**src/rtl/tlc_phase_arbiter_pkg.sv**
```systemverilog
`default_nettype none
// ============================================================================
// Module      : tlc_phase_arbiter_pkg
// Description : Shared definitions for the intersection phase arbiter:
//               lamp encodings, pedestrian lamp encodings, phase codes,
//               grant identifiers and the default one-second-based
//               durations for a 50 MHz clock.
// Revision    : 1.0 - initial release
// ============================================================================
package tlc_phase_arbiter_pkg;

    // Vehicle lamp encodings
    localparam logic [1:0] c_light_green  = 2'b11;
    localparam logic [1:0] c_light_yellow = 2'b10;
    localparam logic [1:0] c_light_red    = 2'b01;

    // Pedestrian lamp encodings
    localparam logic [1:0] c_walk_dont    = 2'b00;
    localparam logic [1:0] c_walk_walk    = 2'b01;
    localparam logic [1:0] c_walk_flash   = 2'b10;

    // Default durations in clock cycles
    localparam int unsigned c_one_sec       = 32'd50_000_000;
    localparam int unsigned c_allred_def    = c_one_sec;
    localparam int unsigned c_yellow_def    = 3 * c_one_sec;
    localparam int unsigned c_hwy_min_def   = 30 * c_one_sec;
    localparam int unsigned c_farm_min_def  = 3 * c_one_sec;
    localparam int unsigned c_farm_max_def  = 15 * c_one_sec;
    localparam int unsigned c_walk_def      = 10 * c_one_sec;
    localparam int unsigned c_clear_def     = 5 * c_one_sec;

    // Phase codes; codes 8..15 are illegal and recover through ALLRED_B
    typedef enum logic [3:0] {
        ST_HWY_GREEN   = 4'd0,
        ST_HWY_YELLOW  = 4'd1,
        ST_ALLRED_A    = 4'd2,
        ST_FARM_GREEN  = 4'd3,
        ST_FARM_YELLOW = 4'd4,
        ST_WALK        = 4'd5,
        ST_WALK_CLEAR  = 4'd6,
        ST_ALLRED_B    = 4'd7
    } phase_t;

    typedef enum logic {
        GRANT_FARM = 1'b0,
        GRANT_WALK = 1'b1
    } grant_t;

endpackage
`default_nettype wire

```
**src/rtl/tlc_phase_arbiter_timer.sv**
```systemverilog
`default_nettype none
// ============================================================================
// Module      : tlc_phase_timer
// Description : Phase dwell counter. Clears to zero on reset or when the
//               arbiter is about to change phase, otherwise counts up and
//               holds at all-ones.
// Ports       : Clk   - clock
//               Rst   - synchronous active-high reset
//               clear - restart counting from zero at the next edge
//               cnt   - cycles spent in the current phase minus one
// Revision    : 1.0 - initial release
// ============================================================================
module tlc_phase_timer #(
    parameter int CNT_W = 31
) (
    input  logic             Clk,
    input  logic             Rst,
    input  logic             clear,
    output logic [CNT_W-1:0] cnt
);

    always_ff @(posedge Clk) begin
        if (Rst || clear) begin
            cnt <= '0;
        end else if (cnt != '1) begin
            cnt <= cnt + 1'b1;
        end
    end

endmodule
`default_nettype wire

```
**src/rtl/tlc_phase_arbiter.sv**
```systemverilog
`default_nettype none
// ============================================================================
// Module      : tlc_phase_arbiter
// Description : Right-of-way arbiter for the highway / farm road / pedestrian
//               intersection. Highway green is the resting phase; farm and
//               walk requests are served through yellow and all-red
//               clearance phases, alternating on a tie.
// Ports       : Clk           - clock
//               Rst           - synchronous active-high reset
//               farmSensor    - farm vehicle present (level, not latched)
//               walkButton    - pedestrian request (level or pulse)
//               highwaySignal - 11 green, 10 yellow, 01 red
//               farmSignal    - 11 green, 10 yellow, 01 red
//               walkSignal    - 00 DON'T WALK, 01 WALK, 10 flashing
//               walkPending   - latched pedestrian request
//               state         - current phase code (debug)
// Revision    : 1.0 - initial release
// ============================================================================
module tlc_phase_arbiter
    import tlc_phase_arbiter_pkg::*;
#(
    parameter int unsigned ALLRED_T   = c_allred_def,
    parameter int unsigned YELLOW_T   = c_yellow_def,
    parameter int unsigned HWY_MIN_T  = c_hwy_min_def,
    parameter int unsigned FARM_MIN_T = c_farm_min_def,
    parameter int unsigned FARM_MAX_T = c_farm_max_def,
    parameter int unsigned WALK_T     = c_walk_def,
    parameter int unsigned CLEAR_T    = c_clear_def,
    parameter int          CNT_W      = 31
) (
    input  logic       Clk,
    input  logic       Rst,
    input  logic       farmSensor,
    input  logic       walkButton,
    output logic [1:0] highwaySignal,
    output logic [1:0] farmSignal,
    output logic [1:0] walkSignal,
    output logic       walkPending,
    output logic [3:0] state
);

    // Terminal counts: cnt == T-1 means T cycles have been spent in a phase
    localparam logic [CNT_W-1:0] c_allred_last   = CNT_W'(ALLRED_T - 1);
    localparam logic [CNT_W-1:0] c_yellow_last   = CNT_W'(YELLOW_T - 1);
    localparam logic [CNT_W-1:0] c_hwy_min_last  = CNT_W'(HWY_MIN_T - 1);
    localparam logic [CNT_W-1:0] c_farm_min_last = CNT_W'(FARM_MIN_T - 1);
    localparam logic [CNT_W-1:0] c_farm_max_last = CNT_W'(FARM_MAX_T - 1);
    localparam logic [CNT_W-1:0] c_walk_last     = CNT_W'(WALK_T - 1);
    localparam logic [CNT_W-1:0] c_clear_last    = CNT_W'(CLEAR_T - 1);

    phase_t           r_state;
    phase_t           w_next;
    grant_t           r_grant;
    grant_t           r_last_grant;
    grant_t           w_grant_sel;
    logic             r_walk_pending;
    logic             w_capture;
    logic             w_enter_walk;
    logic [CNT_W-1:0] w_cnt;

    tlc_phase_timer #(
        .CNT_W (CNT_W)
    ) u_timer (
        .Clk   (Clk),
        .Rst   (Rst),
        .clear (w_next != r_state),
        .cnt   (w_cnt)
    );

    // Winner if a grant were captured this cycle; on a tie the requester
    // not served last wins.
    always_comb begin
        w_grant_sel = GRANT_WALK;
        if (farmSensor && r_walk_pending) begin
            w_grant_sel = (r_last_grant == GRANT_WALK) ? GRANT_FARM : GRANT_WALK;
        end else if (farmSensor) begin
            w_grant_sel = GRANT_FARM;
        end
    end

    // Next-state and lamp decode
    always_comb begin
        w_next        = r_state;
        w_capture     = 1'b0;
        highwaySignal = c_light_red;
        farmSignal    = c_light_red;
        walkSignal    = c_walk_dont;
        case (r_state)
            ST_HWY_GREEN: begin
                highwaySignal = c_light_green;
                if ((w_cnt >= c_hwy_min_last) && (farmSensor || r_walk_pending)) begin
                    w_next    = ST_HWY_YELLOW;
                    w_capture = 1'b1;
                end
            end
            ST_HWY_YELLOW: begin
                highwaySignal = c_light_yellow;
                if (w_cnt == c_yellow_last) w_next = ST_ALLRED_A;
            end
            ST_ALLRED_A: begin
                if (w_cnt == c_allred_last) begin
                    w_next = (r_grant == GRANT_WALK) ? ST_WALK : ST_FARM_GREEN;
                end
            end
            ST_FARM_GREEN: begin
                farmSignal = c_light_green;
                if (((w_cnt >= c_farm_min_last) && !farmSensor) || (w_cnt == c_farm_max_last)) begin
                    w_next = ST_FARM_YELLOW;
                end
            end
            ST_FARM_YELLOW: begin
                farmSignal = c_light_yellow;
                if (w_cnt == c_yellow_last) w_next = ST_ALLRED_B;
            end
            ST_WALK: begin
                walkSignal = c_walk_walk;
                if (w_cnt == c_walk_last) w_next = ST_WALK_CLEAR;
            end
            ST_WALK_CLEAR: begin
                walkSignal = c_walk_flash;
                if (w_cnt == c_clear_last) w_next = ST_ALLRED_B;
            end
            ST_ALLRED_B: begin
                if (w_cnt == c_allred_last) w_next = ST_HWY_GREEN;
            end
            default: begin
                // Illegal code: all lamps stay red, recover via all-red
                w_next = ST_ALLRED_B;
            end
        endcase
    end

    // A press on the very cycle WALK is entered is absorbed by that WALK
    assign w_enter_walk = (w_next == ST_WALK) && (r_state != ST_WALK);

    always_ff @(posedge Clk) begin
        if (Rst) begin
            r_state        <= ST_ALLRED_B;
            r_grant        <= GRANT_FARM;
            r_last_grant   <= GRANT_WALK;
            r_walk_pending <= 1'b0;
        end else begin
            r_state <= w_next;
            if (w_capture) begin
                r_grant      <= w_grant_sel;
                r_last_grant <= w_grant_sel;
            end
            r_walk_pending <= w_enter_walk ? 1'b0 : (r_walk_pending | walkButton);
        end
    end

    assign walkPending = r_walk_pending;
    assign state       = r_state;

endmodule
`default_nettype wire

```
**config.mk**
```make
export PLATFORM = sky130hd
export DESIGN_NAME = tlc_phase_arbiter
export DESIGN_NICKNAME = d
export VERILOG_FILES = /design/src/rtl/tlc_phase_arbiter_pkg.sv /design/src/rtl/tlc_phase_arbiter_timer.sv /design/src/rtl/tlc_phase_arbiter.sv
export SDC_FILE = /design/constraint.sdc
export NUM_CORES = 1
export LEC_CHECK = 0
export ABC_AREA = 1
export CORE_MARGIN = 2
export CORE_UTILIZATION = 30
export CTS_CLUSTER_SIZE = 24
export DETAILED_ROUTE_END_ITERATION = 10
export GPL_TIMING_DRIVEN = 0
export SLEW_MARGIN = 10
export SYNTH_ARGS = -nofsm -noshare
export SYNTH_HDL_FRONTEND = slang
export SYNTH_HIERARCHICAL = 1
export SYNTH_SLANG_ARGS = --single-unit
```
**constraint.sdc**
```tcl
create_clock -name Clk -period 5.2 [get_ports Clk]
set_input_delay 0.52 -clock Clk [delete_from_list [all_inputs] [get_ports Clk]]
set_output_delay 0.52 -clock Clk [all_outputs]
set_load 0.005 [all_outputs]
```
# [After elaboration in Yosys (flattened, before gate mapping)]
# Cells that the tools add are included.
[classes] reduce_logical=10 muxes=18 n_eq_ne=16 n_bitwise=1 n_lt_le_gt_ge=2 n_addsub=1
[op_table] cell="31-bit by 28-bit equality test with 1-bit output, second input constant" count=2
[op_table] cell="4-bit two-way mux" count=8
[op_table] cell="4-bit one-hot mux with 8 select lines" count=1
[op_table] cell="31-bit by 1-bit adder with 31-bit output, second input constant" count=1
[op_table] cell="31-bit by 26-bit equality test with 1-bit output, second input constant" count=1
[op_table] cell="31-bit by 29-bit equality test with 1-bit output, second input constant" count=1
[op_table] cell="31-bit by 30-bit equality test with 1-bit output, second input constant" count=1
[op_table] cell="31-bit by 28-bit >= comparator with 1-bit output, second input constant" count=1
[op_table] cell="31-bit >= comparator, second input constant" count=1
[op_table] cell="31-bit inequality test, second input constant" count=1
[op_table] cell="4-bit by 3-bit equality test with 1-bit output, second input constant" count=5
[op_table] cell="2-bit one-hot mux with 2 select lines" count=3
[op_table] cell="4-bit by 2-bit equality test with 1-bit output, second input constant" count=2
[op_table] cell="1-bit two-way mux" count=5
[op_table] cell="4-bit by 1-bit equality test with 1-bit output, second input constant" count=1
[op_table] cell="1-bit logical AND" count=4
[op_table] cell="4-bit zero test" count=1
[op_table] cell="4-bit by 3-bit inequality test with 1-bit output, second input constant" count=1
[op_table] cell="4-bit inequality test" count=1
[op_table] cell="1-bit logical OR" count=3
[op_table] cell="3-bit two-way mux" count=1
[op_table] cell="2-bit OR reduction" count=1
[op_table] cell="1-bit zero test" count=1
[op_table] cell="1-bit OR" count=1
[word_totals] wordCells=53 regBits=38 out_inout_bits=11 input_bits=4

# [Longest topological paths before layout]
[depth] word_depth=8 ltp_mapped=21 depth_no_buf=19

# [Hierarchy]
# The synthesis kept the hierarchy.
[by_module_without_submodules] mod="tlc_phase_timer" area_per_inst_um2=1886.8 instances=1 cells_each=311 seq_area_each_um2=620.6
[by_module_without_submodules] mod="tlc_phase_arbiter" area_per_inst_um2=1363.8 instances=1 cells_each=286 seq_area_each_um2=140.1

# [Worst setup path before layout]
# No wires, ideal clock.
[synth_path] kind="register to register" from="register u_timer.cnt[15]" to="register u_timer.cnt[11]" required_ns=5.125 period_less_slack_ns=2.321 setup_ns=0.075 arrival_time_ns=2.246 path_slack_ns=2.879 stages_incl_launch_ff=21 n_path_buf=2 cell_sequence="dfxtp_1 -> buf_6 -> nand2_1 -> nor2_1 -> nand2_1 -> nor2_1 -> nand2_1 -> nand2_1 -> nand2_1 -> nand2_1 -> nand2_1 -> inv_2 -> nand2_1 -> nand2_1 -> nand2_1 -> nor2_2 -> nand2_1 -> nor2_1 -> inv_1 -> buf_1 -> a31oi_2"
[synth_via] elab_chain_cells=7 word_cells_on_any_way=22 cone_classes="order compare: 2; eq/ne: 7; mux: 9; reduce/logical: 4"
[synth_rtl] item="from (decl)" line_no="tlc_phase_arbiter_timer.sv:19" text="output logic [CNT_W-1:0] cnt"
[synth_rtl] item="from (signal assigned)" line_no="tlc_phase_arbiter_timer.sv:26" text="cnt <= cnt + 1'b1;"
[synth_rtl] item="31-bit by 28-bit >= comparator with 1-bit output" line_no="tlc_phase_arbiter.sv:107" text="if (((w_cnt >= c_farm_min_last) && !farmSensor) || (w_cnt == c_farm_max_last)) begin"
[synth_rtl] item="1-bit logical AND" line_no="tlc_phase_arbiter.sv:107"
[synth_rtl] item="1-bit logical OR" line_no="tlc_phase_arbiter.sv:107"
[synth_rtl] item="4-bit two-way mux" line_no="tlc_phase_arbiter.sv:107"
[synth_rtl] item="4-bit one-hot mux with 8 select lines" line_no="tlc_phase_arbiter.sv:88" text="case (r_state)"
[synth_rtl] item="4-bit inequality test" line_no="tlc_phase_arbiter.sv:66" text=".clear (w_next != r_state),"
[synth_rtl] item="1-bit logical OR" line_no="tlc_phase_arbiter_timer.sv:23" text="if (Rst || clear) begin"
# Several ways; a longest one is shown, not always the timed one.
# A chain may end at the register's enable or synchronous reset.

# [Worst setup path in the final report]
[layout_path] from="register u_timer.cnt[13]" to="register u_timer.cnt[10]"
# The elaborated chain is that of the path after synthesis.

==> run metrics <==
status finished clean; total power 0.000646 W; crit-path max FO 10; fmax 306 MHz; Main synth FF type dfxtp_1; number of global-route vias before repair 3,515; antenna-violating nets left 0; DR WL met3 319 um; num rows 38; Post-synth EDFFs 0; Post-Route Setup TNS 0 ns; clock sinks 38; CTS Buffer Depth 2; total gr overflow 0; RSZ-0062 raised after global routing no; Remaining DRCs 0; Post-Synthesis Cells 597; startpoint types flip-flop; Nets 623; Crit. End Element flip-flop; most frequent cells in the layout nand2_1, nor2_1, inv_1; wire per inst 12.4 um; number of buffers created by CTS 5; Crit Path Category flip-flop to flip-flop; crit share post-route 62.9%; Mean Syn Cell Area 5.44 um^2; largest net degree at the start of global routing 13; detail-routed via count per cell 4.82; DR pass1 iterations 6; hold buffers post-CTS 0; first-pass GRT wire length 16,000 um; Post-Syn Area 3250 um^2; sequential cell area fraction in the yosys report 23.4%; min cycle time layout 3.27 ns; critical path required time 5.42 ns; Pwr Density 174 nW/um^2; Clock Skews 0.00920 ns; maximum vdd ir drop 0.0757 mV; Lkg Pwr 1.46 nW; Crit-path slowest cell nor2_1; CP top delay family simple AND/OR/NAND/NOR gates; Synth Warn # 6; initial antenna violation count 0; Min-Delay Path Class flip-flop to flip-flop; starting density of the core 30.4%; Detailed Route Iter0 Violations 212; Cell Chain, Critical Path nand2_1 -> nor2_1 -> nand2_1 -> nor2_2 -> nand4_2 -> nor2_1 -> nor2_1 -> nor2_2 -> nand2_1 -> nand2_1 -> nand2_1 -> nor2_2 -> nand2_1 -> nor2_1 -> inv_1 -> buf_1 -> a31oi_1; H-Tree Depth 2; worst path bufs/invs 2; CTS tree yes; Slew @ Worst Pin 0.681 ns; Max Cap Violations 0; WL met2 4280 um; Die X-Extent 108 um; number of port buffers 14; setup violators final 0; WL met1 4400 um; DR top layer met4; arrival time at the worst endpoint 3.49 ns; Clk pin slew, worst setup/hold paths 0.08 ns; CP dominant cell by count nand2_1; max-slew violations 0; Routed WL 9380 um; core area 10,700 um^2; GP Congestion 0.982; layout cell share with drive strength beyond 1 8.40%; Rel. slew slack 54.4%; total track usage 17.0%; Yosys reg bits 38; final hold violation count 0; worst skew pair latency 0.30 ns; Post CTS Setup Buffer Count 0; fillers 1,218; share of async-settable or async-resettable flops after synthesis 0%; Post-DP HPWL 7560 um; root buffer cell clkbuf_8; commonest non-fill, non-tap cell in the layout nand2_1; die extent in y 108 um; Largest stage delay, worst path 0.54 ns; Die Area 11,700 um^2; Unique masters post-synth 34; # diodes 0; Vias 3,656; area delta synth->final 14.1%; number of I/O pins 15; CTS resizes 0; Mapped Nets 602
-- Yosys cell counts (all sizes together) (3+ instances only) --
| library cell | number | area share, % |
|---|---|---|
| nor2 | 118 | 16 |
| nand3b | 3 | 0.69 |
| dfxtp | 38 | 23 |
| a21oi | 13 | 2.2 |
| nand4 | 13 | 2.7 |
| nand2 | 213 | 25 |
| nor3 | 8 | 1.2 |
| or2 | 4 | 0.77 |
| o21ai | 13 | 2.0 |
| inv | 91 | 11 |
| nand3 | 58 | 9.2 |
| a31oi | 8 | 1.9 |
| buf | 6 | 1.7 |
-- flip-flops by register name, summed over array words and instances (netlist names) --
signal	count
r_last_grant	1
r_grant	1
state	4
walkPending	1
u_timer/cnt	31
-- through the flow --
step | cell area [um^2] | instances | setup slack [ns] | hold WS [ns] | utilization (%)
final | 3710 | 759 | 1.93 | 0.457 | 34.7
after global placement | 3570 | 751 | 1.96 | 0.436 | 33.3
after CTS | 3710 | 759 | 1.90 | 0.461 | 34.7
after detailed placement | 3570 | 751 | 1.93 | 0.443 | 33.3
after floorplan | 3250 | 597 | 2.88 | 0.424 | -
after global routing | 3710 | 759 | 1.49 | 0.525 | 34.7
-- worst register-to-register path: stages (launching register included) --
cell	delay (ns)
dfxtp_1	0.53
nand2_1	0.16
nor2_1	0.17
nand2_1	0.08
nor2_2	0.16
nand4_2	0.11
nor2_1	0.11
nor2_1	0.06
nor2_2	0.09
nand2_1	0.06
nand2_1	0.06
nand2_1	0.06
nor2_2	0.10
nand2_1	0.06
nor2_1	0.54
inv_1	0.25
buf_1	0.35
a31oi_1	0.24
-- final cells by class --
class	count	area (um^2)	area share (%)
clock inverter	2	60.1	1.62
clock buffer	6	82.6	2.23
sequential	38	761	20.5
inverter	92	345	9.31
tap	140	175	4.72
buffer	7	57.6	1.55
timing repair buffer	14	140	3.78
multi-input combinational	460	2090	56.3
-- power breakdown --
part	leakage, nW	internal, W	switching (W)
Sequential	0.307	0.000293	0.00000370
Combinational	1.08	0.0000127	0.0000192
Clock	0.0714	0.000205	0.000112
Total	1.46	0.000511	0.000135
-- metal layers --
metal  track usage, %  up-vias
met4             9.07        0
met2             28.9       81
met5                0        -
met1             21.2     1642
li1                 -     1905
met3             1.87       28
-- final timing paths --
| kind | startpoint | endpoint | slack [ns] | cells after the start |
|---|---|---|---|---|
| setup / recovery | u_timer/cnt[13]$_SDFFE_PP0P_ | u_timer/cnt[10]$_SDFFE_PP0P_ | 1.93 | 17 |
| hold / removal | r_last_grant$_SDFFE_PP1P_ | r_last_grant$_SDFFE_PP1P_ | 0.46 | 2 |
| setup reg to reg | u_timer/cnt[13]$_SDFFE_PP0P_ | u_timer/cnt[10]$_SDFFE_PP0P_ | 1.93 | 17 |
| hold reg to reg | r_last_grant$_SDFFE_PP1P_ | r_last_grant$_SDFFE_PP1P_ | 0.46 | 2 |
-- kinds of logic after synthesis --
family / count (synthesis) / synth area share (%)
simple gates: 419 / 56.3
buf+inv: 99 / 12.4
flops: 38 / 23.4
compound gates: 36 / 6.62
xor+xnor: 3 / 0.808
fa+ha+maj: 1 / 0.385
other cells: 1 / 0.115
Note: power is estimated with default switching activity, not from simulation.
